## src/rtl/alarm_pkg.sv

```systemverilog
// alarm_pkg: shared definitions for the alarm clock keypad sequencer.
//   - keypad codes for the command keys (digits are codes 0-9)
//   - FSM state encoding
//   - bcd_time_valid(): checks that a BCD HH:MM word is a legal time of day
package alarm_pkg;

    localparam logic [3:0] KEY_ALARM  = 4'hA;
    localparam logic [3:0] KEY_TIME   = 4'hB;
    localparam logic [3:0] KEY_SNOOZE = 4'hC;
    localparam logic [3:0] KEY_STOP   = 4'hD;

    typedef enum logic [1:0] {
        ST_IDLE       = 2'd0,
        ST_SHOW_ALARM = 2'd1,
        ST_ENTRY      = 2'd2
    } state_t;

    // t = {tens of hours, units of hours, tens of minutes, units of minutes}
    function automatic logic bcd_time_valid(input logic [15:0] t);
        logic [3:0] th;
        logic [3:0] uh;
        logic [3:0] tm;
        logic [3:0] um;
        th = t[15:12];
        uh = t[11:8];
        tm = t[7:4];
        um = t[3:0];
        return (th <= 4'd2) && (uh <= 4'd9) && ((th < 4'd2) || (uh <= 4'd3)) &&
               (tm <= 4'd5) && (um <= 4'd9);
    endfunction

endpackage

```

## src/rtl/alarm_ctrl_minute_tick.sv

```systemverilog
// minute_tick: divides the one-second tick into a one-cycle minute strobe.
//   clk, reset_n : clock, asynchronous active-low reset
//   one_second   : one-cycle tick, once per second
//   clear        : restart the count at 0; a wrap due in this cycle is dropped
//   one_minute   : registered one-cycle strobe on each wrap to 0
module minute_tick #(
    parameter int SECS_PER_MIN = 60
) (
    input  logic clk,
    input  logic reset_n,
    input  logic one_second,
    input  logic clear,
    output logic one_minute
);

    localparam int CW = $clog2(SECS_PER_MIN + 1);

    logic [CW-1:0] sec_cnt_q;
    logic [CW-1:0] sec_cnt_d;
    logic          one_minute_q;
    logic          one_minute_d;

    always_comb begin
        sec_cnt_d    = sec_cnt_q;
        one_minute_d = 1'b0;
        if (clear) begin
            sec_cnt_d = '0;
        end else if (one_second) begin
            if (sec_cnt_q == CW'(SECS_PER_MIN - 1)) begin
                sec_cnt_d    = '0;
                one_minute_d = 1'b1;
            end else begin
                sec_cnt_d = sec_cnt_q + 1'b1;
            end
        end
    end

    always_ff @(posedge clk or negedge reset_n) begin
        if (!reset_n) begin
            sec_cnt_q    <= '0;
            one_minute_q <= 1'b0;
        end else begin
            sec_cnt_q    <= sec_cnt_d;
            one_minute_q <= one_minute_d;
        end
    end

    assign one_minute = one_minute_q;

endmodule

```

## src/rtl/alarm_ctrl.sv

```systemverilog
// alarm_ctrl: keypad and tick sequencer for the alarm clock.
//   clk, reset_n          : clock, asynchronous active-low reset
//   one_second            : one-cycle second tick
//   key_valid, key[3:0]   : keypad strobe and code (0-9 digits, A-D commands)
//   alarm_ringing         : alarm currently sounding (gates SNOOZE)
//   key_buffer[15:0]      : BCD HH:MM being typed
//   load_alarm, load_time : one-cycle load pulses, key_buffer valid alongside
//   show_alarm, show_keys : display source selects
//   one_minute            : one-cycle minute strobe
//   do_snooze, stop_alarm : one-cycle command pulses
// Handshake: key_valid and one_second are single-cycle strobes with no ready;
// every strobe is consumed in the cycle it is high, responses appear one edge later.
module alarm_ctrl
    import alarm_pkg::*;
#(
    parameter int SECS_PER_MIN  = 60,
    parameter int ENTRY_TIMEOUT = 10
) (
    input  logic        clk,
    input  logic        reset_n,
    input  logic        one_second,
    input  logic        key_valid,
    input  logic [3:0]  key,
    input  logic        alarm_ringing,
    output logic [15:0] key_buffer,
    output logic        load_alarm,
    output logic        load_time,
    output logic        show_alarm,
    output logic        show_keys,
    output logic        one_minute,
    output logic        do_snooze,
    output logic        stop_alarm
);

    localparam int TW = $clog2(ENTRY_TIMEOUT + 1);

    state_t        state_q, state_d;
    logic [15:0]   key_buffer_q, key_buffer_d;
    logic          clr_buf_q, clr_buf_d;
    logic [TW-1:0] timeout_q, timeout_d;
    logic          load_alarm_q, load_alarm_d;
    logic          load_time_q, load_time_d;
    logic          show_alarm_q, show_alarm_d;
    logic          show_keys_q, show_keys_d;
    logic          do_snooze_q, do_snooze_d;
    logic          stop_alarm_q, stop_alarm_d;

    logic is_digit;
    logic timeout_hit;
    logic entry_ok;

    assign is_digit = (key <= 4'd9);
    // The tick that would make the count reach ENTRY_TIMEOUT leaves at that edge.
    assign timeout_hit = one_second && (state_q != ST_IDLE) &&
                         (timeout_q >= TW'(ENTRY_TIMEOUT - 1));
    assign entry_ok = bcd_time_valid(key_buffer_q);

    always_comb begin
        state_d      = state_q;
        // Buffer is cleared one cycle after a load pulse so it is stable alongside it.
        key_buffer_d = clr_buf_q ? 16'h0000 : key_buffer_q;
        clr_buf_d    = 1'b0;
        load_alarm_d = 1'b0;
        load_time_d  = 1'b0;
        do_snooze_d  = 1'b0;
        stop_alarm_d = 1'b0;

        if (key_valid) begin
            if (key == KEY_STOP) begin
                stop_alarm_d = 1'b1;
                if (state_q == ST_ENTRY) begin
                    key_buffer_d = 16'h0000;
                    state_d      = ST_IDLE;
                end
            end else if (key == KEY_SNOOZE) begin
                do_snooze_d = alarm_ringing;
            end else begin
                case (state_q)
                    ST_IDLE, ST_SHOW_ALARM: begin
                        if (is_digit) begin
                            key_buffer_d = {12'h000, key};
                            state_d      = ST_ENTRY;
                        end else if (key == KEY_ALARM) begin
                            state_d = (state_q == ST_IDLE) ? ST_SHOW_ALARM : ST_IDLE;
                        end
                    end
                    ST_ENTRY: begin
                        if (is_digit) begin
                            key_buffer_d = {key_buffer_q[11:0], key};
                        end else if ((key == KEY_ALARM) || (key == KEY_TIME)) begin
                            load_alarm_d = entry_ok && (key == KEY_ALARM);
                            load_time_d  = entry_ok && (key == KEY_TIME);
                            clr_buf_d    = 1'b1;
                            state_d      = ST_IDLE;
                        end
                    end
                    default: state_d = ST_IDLE;
                endcase
            end
        end else if (timeout_hit) begin
            if (state_q == ST_ENTRY) begin
                key_buffer_d = 16'h0000;
            end
            state_d = ST_IDLE;
        end

        timeout_d = timeout_q;
        if (key_valid || (state_d != state_q) || (state_q == ST_IDLE)) begin
            timeout_d = '0;
        end else if (one_second && (timeout_q < TW'(ENTRY_TIMEOUT))) begin
            timeout_d = timeout_q + 1'b1;
        end

        show_alarm_d = (state_d == ST_SHOW_ALARM);
        show_keys_d  = (state_d == ST_ENTRY);
    end

    always_ff @(posedge clk or negedge reset_n) begin
        if (!reset_n) begin
            state_q      <= ST_IDLE;
            key_buffer_q <= 16'h0000;
            clr_buf_q    <= 1'b0;
            timeout_q    <= '0;
            load_alarm_q <= 1'b0;
            load_time_q  <= 1'b0;
            show_alarm_q <= 1'b0;
            show_keys_q  <= 1'b0;
            do_snooze_q  <= 1'b0;
            stop_alarm_q <= 1'b0;
        end else begin
            state_q      <= state_d;
            key_buffer_q <= key_buffer_d;
            clr_buf_q    <= clr_buf_d;
            timeout_q    <= timeout_d;
            load_alarm_q <= load_alarm_d;
            load_time_q  <= load_time_d;
            show_alarm_q <= show_alarm_d;
            show_keys_q  <= show_keys_d;
            do_snooze_q  <= do_snooze_d;
            stop_alarm_q <= stop_alarm_d;
        end
    end

    // The load_time pulse itself restarts the seconds count.
    minute_tick #(
        .SECS_PER_MIN(SECS_PER_MIN)
    ) u_minute_tick (
        .clk       (clk),
        .reset_n   (reset_n),
        .one_second(one_second),
        .clear     (load_time_q),
        .one_minute(one_minute)
    );

    assign key_buffer = key_buffer_q;
    assign load_alarm = load_alarm_q;
    assign load_time  = load_time_q;
    assign show_alarm = show_alarm_q;
    assign show_keys  = show_keys_q;
    assign do_snooze  = do_snooze_q;
    assign stop_alarm = stop_alarm_q;

endmodule

```

## config.mk

```make
export PLATFORM = sky130hd
export DESIGN_NAME = alarm_ctrl
export DESIGN_NICKNAME = d
export VERILOG_FILES = /design/src/rtl/alarm_pkg.sv /design/src/rtl/alarm_ctrl_minute_tick.sv /design/src/rtl/alarm_ctrl.sv
export SDC_FILE = /design/constraint.sdc
export NUM_CORES = 1
export LEC_CHECK = 0
export ABC_CLOCK_PERIOD_IN_PS = 1400
export CORE_ASPECT_RATIO = 1.75
export CORE_MARGIN = 2
export CORE_UTILIZATION = 39
export DETAILED_ROUTE_END_ITERATION = 10
export PLACE_DENSITY = 0.76
export RECOVER_POWER = 50
export SLEW_MARGIN = 20
export SYNTH_ARGS = -nofsm -noshare
export SYNTH_HDL_FRONTEND = slang
export SYNTH_SLANG_ARGS = --single-unit
```

## constraint.sdc

```tcl
create_clock -name clk -period 1.4 [get_ports clk]
set_input_delay 0.14 -clock clk [delete_from_list [all_inputs] [get_ports clk]]
set_output_delay 0.14 -clock clk [all_outputs]
set_load 0.005 [all_outputs]
```

==> out/summary.txt, run 1 <==
WL/cell: 15.4 um
Mapped Cells: 175
max-cap violations: 0
Ys Warns: 0
worst setup margin: -0.209 ns
Sequential cell area: 901 sq um
Syn Area/Cell: 10.5 sq um
family with the most delay on the worst path: simple AND/OR/NAND/NOR gates
net switching power: 0.925 mW
clock root cell: clkbuf_8
crit end category: flip-flop
initial core utilization: 39.9%
pwr dens: 1150 mW/mm^2
ys async rst share: 100%
CP Data Arrival Time: 1.78 ns
Switching Share: 30.8%
GP Congestion: 0.923
Req. time, crit path: 1.57 ns
Post-synth top cells: dfrtp_1, nor2_1, a22o_1
CP max-delay cell: dfrtp_1
Cell variety after synth: 51
Flop pwr share: 46.7%
Die X: 56 um
Top FF cell, synth: dfrtp_1
number of buffers created by CTS: 5
global-route usage over all layers: 18.3%
Max Freq: 622 MHz
Crit Path Category: flip-flop to flip-flop
crit path max fanout: 13
final hold vios: 0
1st-pass router iterations: 4
Area Overhead vs Synth: 41.5%
worst hold margin: 0.314 ns
Hold WC Path Type: primary input to flip-flop
DR vias/cell: 5.64
Antenna Violating Nets Remaining: 0
largest net degree at the start of global routing: 37
Clock Pin Slew Worst Setup and Hold Paths: 0.07 ns
Final Slew Violations: 0
flop-to-flop setup slack: -0.21 ns
Max-Slew Margin vs Limit: 41.1%
crit-path cells: nand2b_1 -> nor3_2 -> a221oi_4 -> buf_12 -> a22o_1
initial antenna violation count: 0
Synth area leaders: dfrtp_1, a22o_1, nor2_1, a21oi_1, ha_1
share of cells above drive strength 1: 26.7%
Die Y: 95 um
Nets: 256
fillers: 412
outcome: finished with violations
DP HPWL: 3.38 mm
Pint: 2.08 mW
Worst Max-Slew Pin Slew: 0.883 ns
violated checks: setup timing
Seq/Total Area, Yosys: 48.8%
H-Tree Depth: 2
largest area contributor in the netlist: dfrtp_1
residual overflow from global routing: 0
Static Leak: 1.21 nW
port bufs: 31
io pins: 32
routed vias: 1663
die area: 0.00532 sq mm
global-route wire length before repair: 7.56 mm
setup violators final: 23
min Tclk post-route: 1.61 ns
Max IR drop VDD: 0.795 mV
Core ar.: 0.00462 sq mm
Placement Setup Slack: -0.500 ns
clk_lat worst skew: 0.28 ns
Synth Net Count: 188
maximum clock path buffer count: 2
cell area after synthesis: 0.00185 sq mm
share of the synthesized area in the top cell type: 48.8%
vias in the first global route: 1654
worst path bufs/invs: 1
Setup crit start kind: flip-flop
multi-input logic area: 915 sq um
Comb power frac: 30.3%
Yosys reg bits: 36
Clock Skew: 0.00289 ns
RSZ-0062 raised after global routing: true
Hold-fix buffers, CTS: 0
Tcrit/Tclk final: 115%
Post-route DRC: 0
clock share of power: 23.0%
most frequent cell after synthesis: dfrtp_1
initial detailed-routing violation count: 40
TritonCTS clock tree: done
clock sink count: 36
ant diodes: 0
EDFF count, synth: 0
Routed WL: 4.54 mm
max incr delay on CP: 0.47 ns
# rows: 33
per-stage QoR:
step                      setup TNS, ns  instance area [sq um]  instances  util, %  power, mW
after floorplan                   -1.74                   1860        175        -       1.84
after global placement            -9.70                   2460        286     53.2       2.26
after detailed placement         -10.41                   2460        286     53.2       2.29
after CTS                         -3.20                   2610        295     56.4       3.04
after global routing              -5.32                   2610        295     56.5       3.20
final                             -3.36                   2610        295     56.5       3.00
worst reg2reg max path, cell delays in order, from the launching register on:
cell      delay (ns)
dfrtp_1         0.47
nand2b_1        0.24
nor3_2          0.29
a221oi_4        0.11
buf_12          0.16
a22o_1          0.23
final cells by class:
cell class	instances	area share [%]
clock buffers	6	2.78
clock inverters	1	0.192
multi-input cells	122	35.0
well taps	52	2.49
inverters	8	1.15
flip-flops and latches	36	34.5
repair buffers	70	23.9
power by group through the flow:
| stage | sequential, mW | clock [mW] | combinational, mW |
|---|---|---|---|
| after detailed placement | 1.42 | 0 | 0.871 |
| after global placement | 1.41 | 0 | 0.850 |
| after global routing | 1.43 | 0.744 | 1.02 |
| after floorplan | 1.39 | 0 | 0.455 |
| after CTS | 1.40 | 0.717 | 0.925 |
| final | 1.40 | 0.689 | 0.910 |
placed cells by master (no fill, tap or decap), types with 2 or more instances in the layout:
master           instances
inv_1                    6
nand3_1                  2
inv_2                    2
a21oi_2                  3
dlymetal6s2s_1           4
dfrtp_1                 36
xnor2_1                  2
a21oi_1                  8
or3_1                    2
ha_1                     2
nand4_1                  2
o21a_1                   3
nor3_1                   3
a22o_1                  12
clkdlybuf4s50_1         26
and3_1                   2
nor2_1                  16
xor2_1                   2
nand2b_1                 4
o21ai_0                  9
and4b_1                  2
nor3_2                   2
a21o_1                   3
nand2_1                  9
clkbuf_8                 5
buf_4                   37
o2111ai_1                2
metal layers:
layer | share of wire (%) | vias to the layer above | track usage, %
met5 | 0 | - | 0
met4 | 3.4 | 0 | 10.1
met2 | 55 | 44 | 32.8
met1 | 38 | 825 | 20.4
met3 | 3.4 | 13 | 3.01
li1 | - | 781 | -
state kept, by name (all words and copies together), names as in the netlist:
register and flops:
do_snooze 1, state_q 2, timeout_q 4, load_alarm 1, u_minute_tick.one_minute 1, clr_buf_q 1
u_minute_tick.sec_cnt_q 6, key_buffer 16, stop_alarm 1, show_alarm 1, show_keys 1, load_time 1
cells by family after synthesis:
logic type	after synthesis	synth area share (%)
compound gates	60	24.7
mux	1	0.542
simple gates	53	16.3
xor+xnor	4	1.90
flops	36	48.8
buf+inv	17	5.02
fa+ha+maj	4	2.71
worst paths after layout:
check	end	cells past startpoint	start
hold / removal	state_q[0]$_DFF_PN0_	3	key[3]
setup / recovery	key_buffer[10]$_DFF_PN0_	5	state_q[0]$_DFF_PN0_
hold reg to reg	key_buffer[2]$_DFF_PN0_	1	key_buffer[2]$_DFF_PN0_
setup reg to reg	key_buffer[10]$_DFF_PN0_	5	state_q[0]$_DFF_PN0_
min in group asynchronous	stop_alarm$_DFF_PN0_	2	reset_n
max in group asynchronous	key_buffer[14]$_DFF_PN0_	2	reset_n
what timing repair did:
item,4_1_cts,5_1_grt
buffers inserted,2,0
gates cloned,0,0
pin swaps,5,3
gates resized for setup,8,7
endpoints found under the setup margin,25,31
(Power assumes the default switching activity.)
==> run 2: changes to the inputs <==
--- a/config.mk
+++ b/config.mk
@@ -5,7 +5,6 @@
 export SDC_FILE = /design/constraint.sdc
 export NUM_CORES = 1
 export LEC_CHECK = 0
-export ABC_CLOCK_PERIOD_IN_PS = 1400
 export CORE_ASPECT_RATIO = 1.75
 export CORE_MARGIN = 2
 export CORE_UTILIZATION = 39
==> results of run 2 <==
No change in the layout: final DEF, timing and power equal those of run 1.
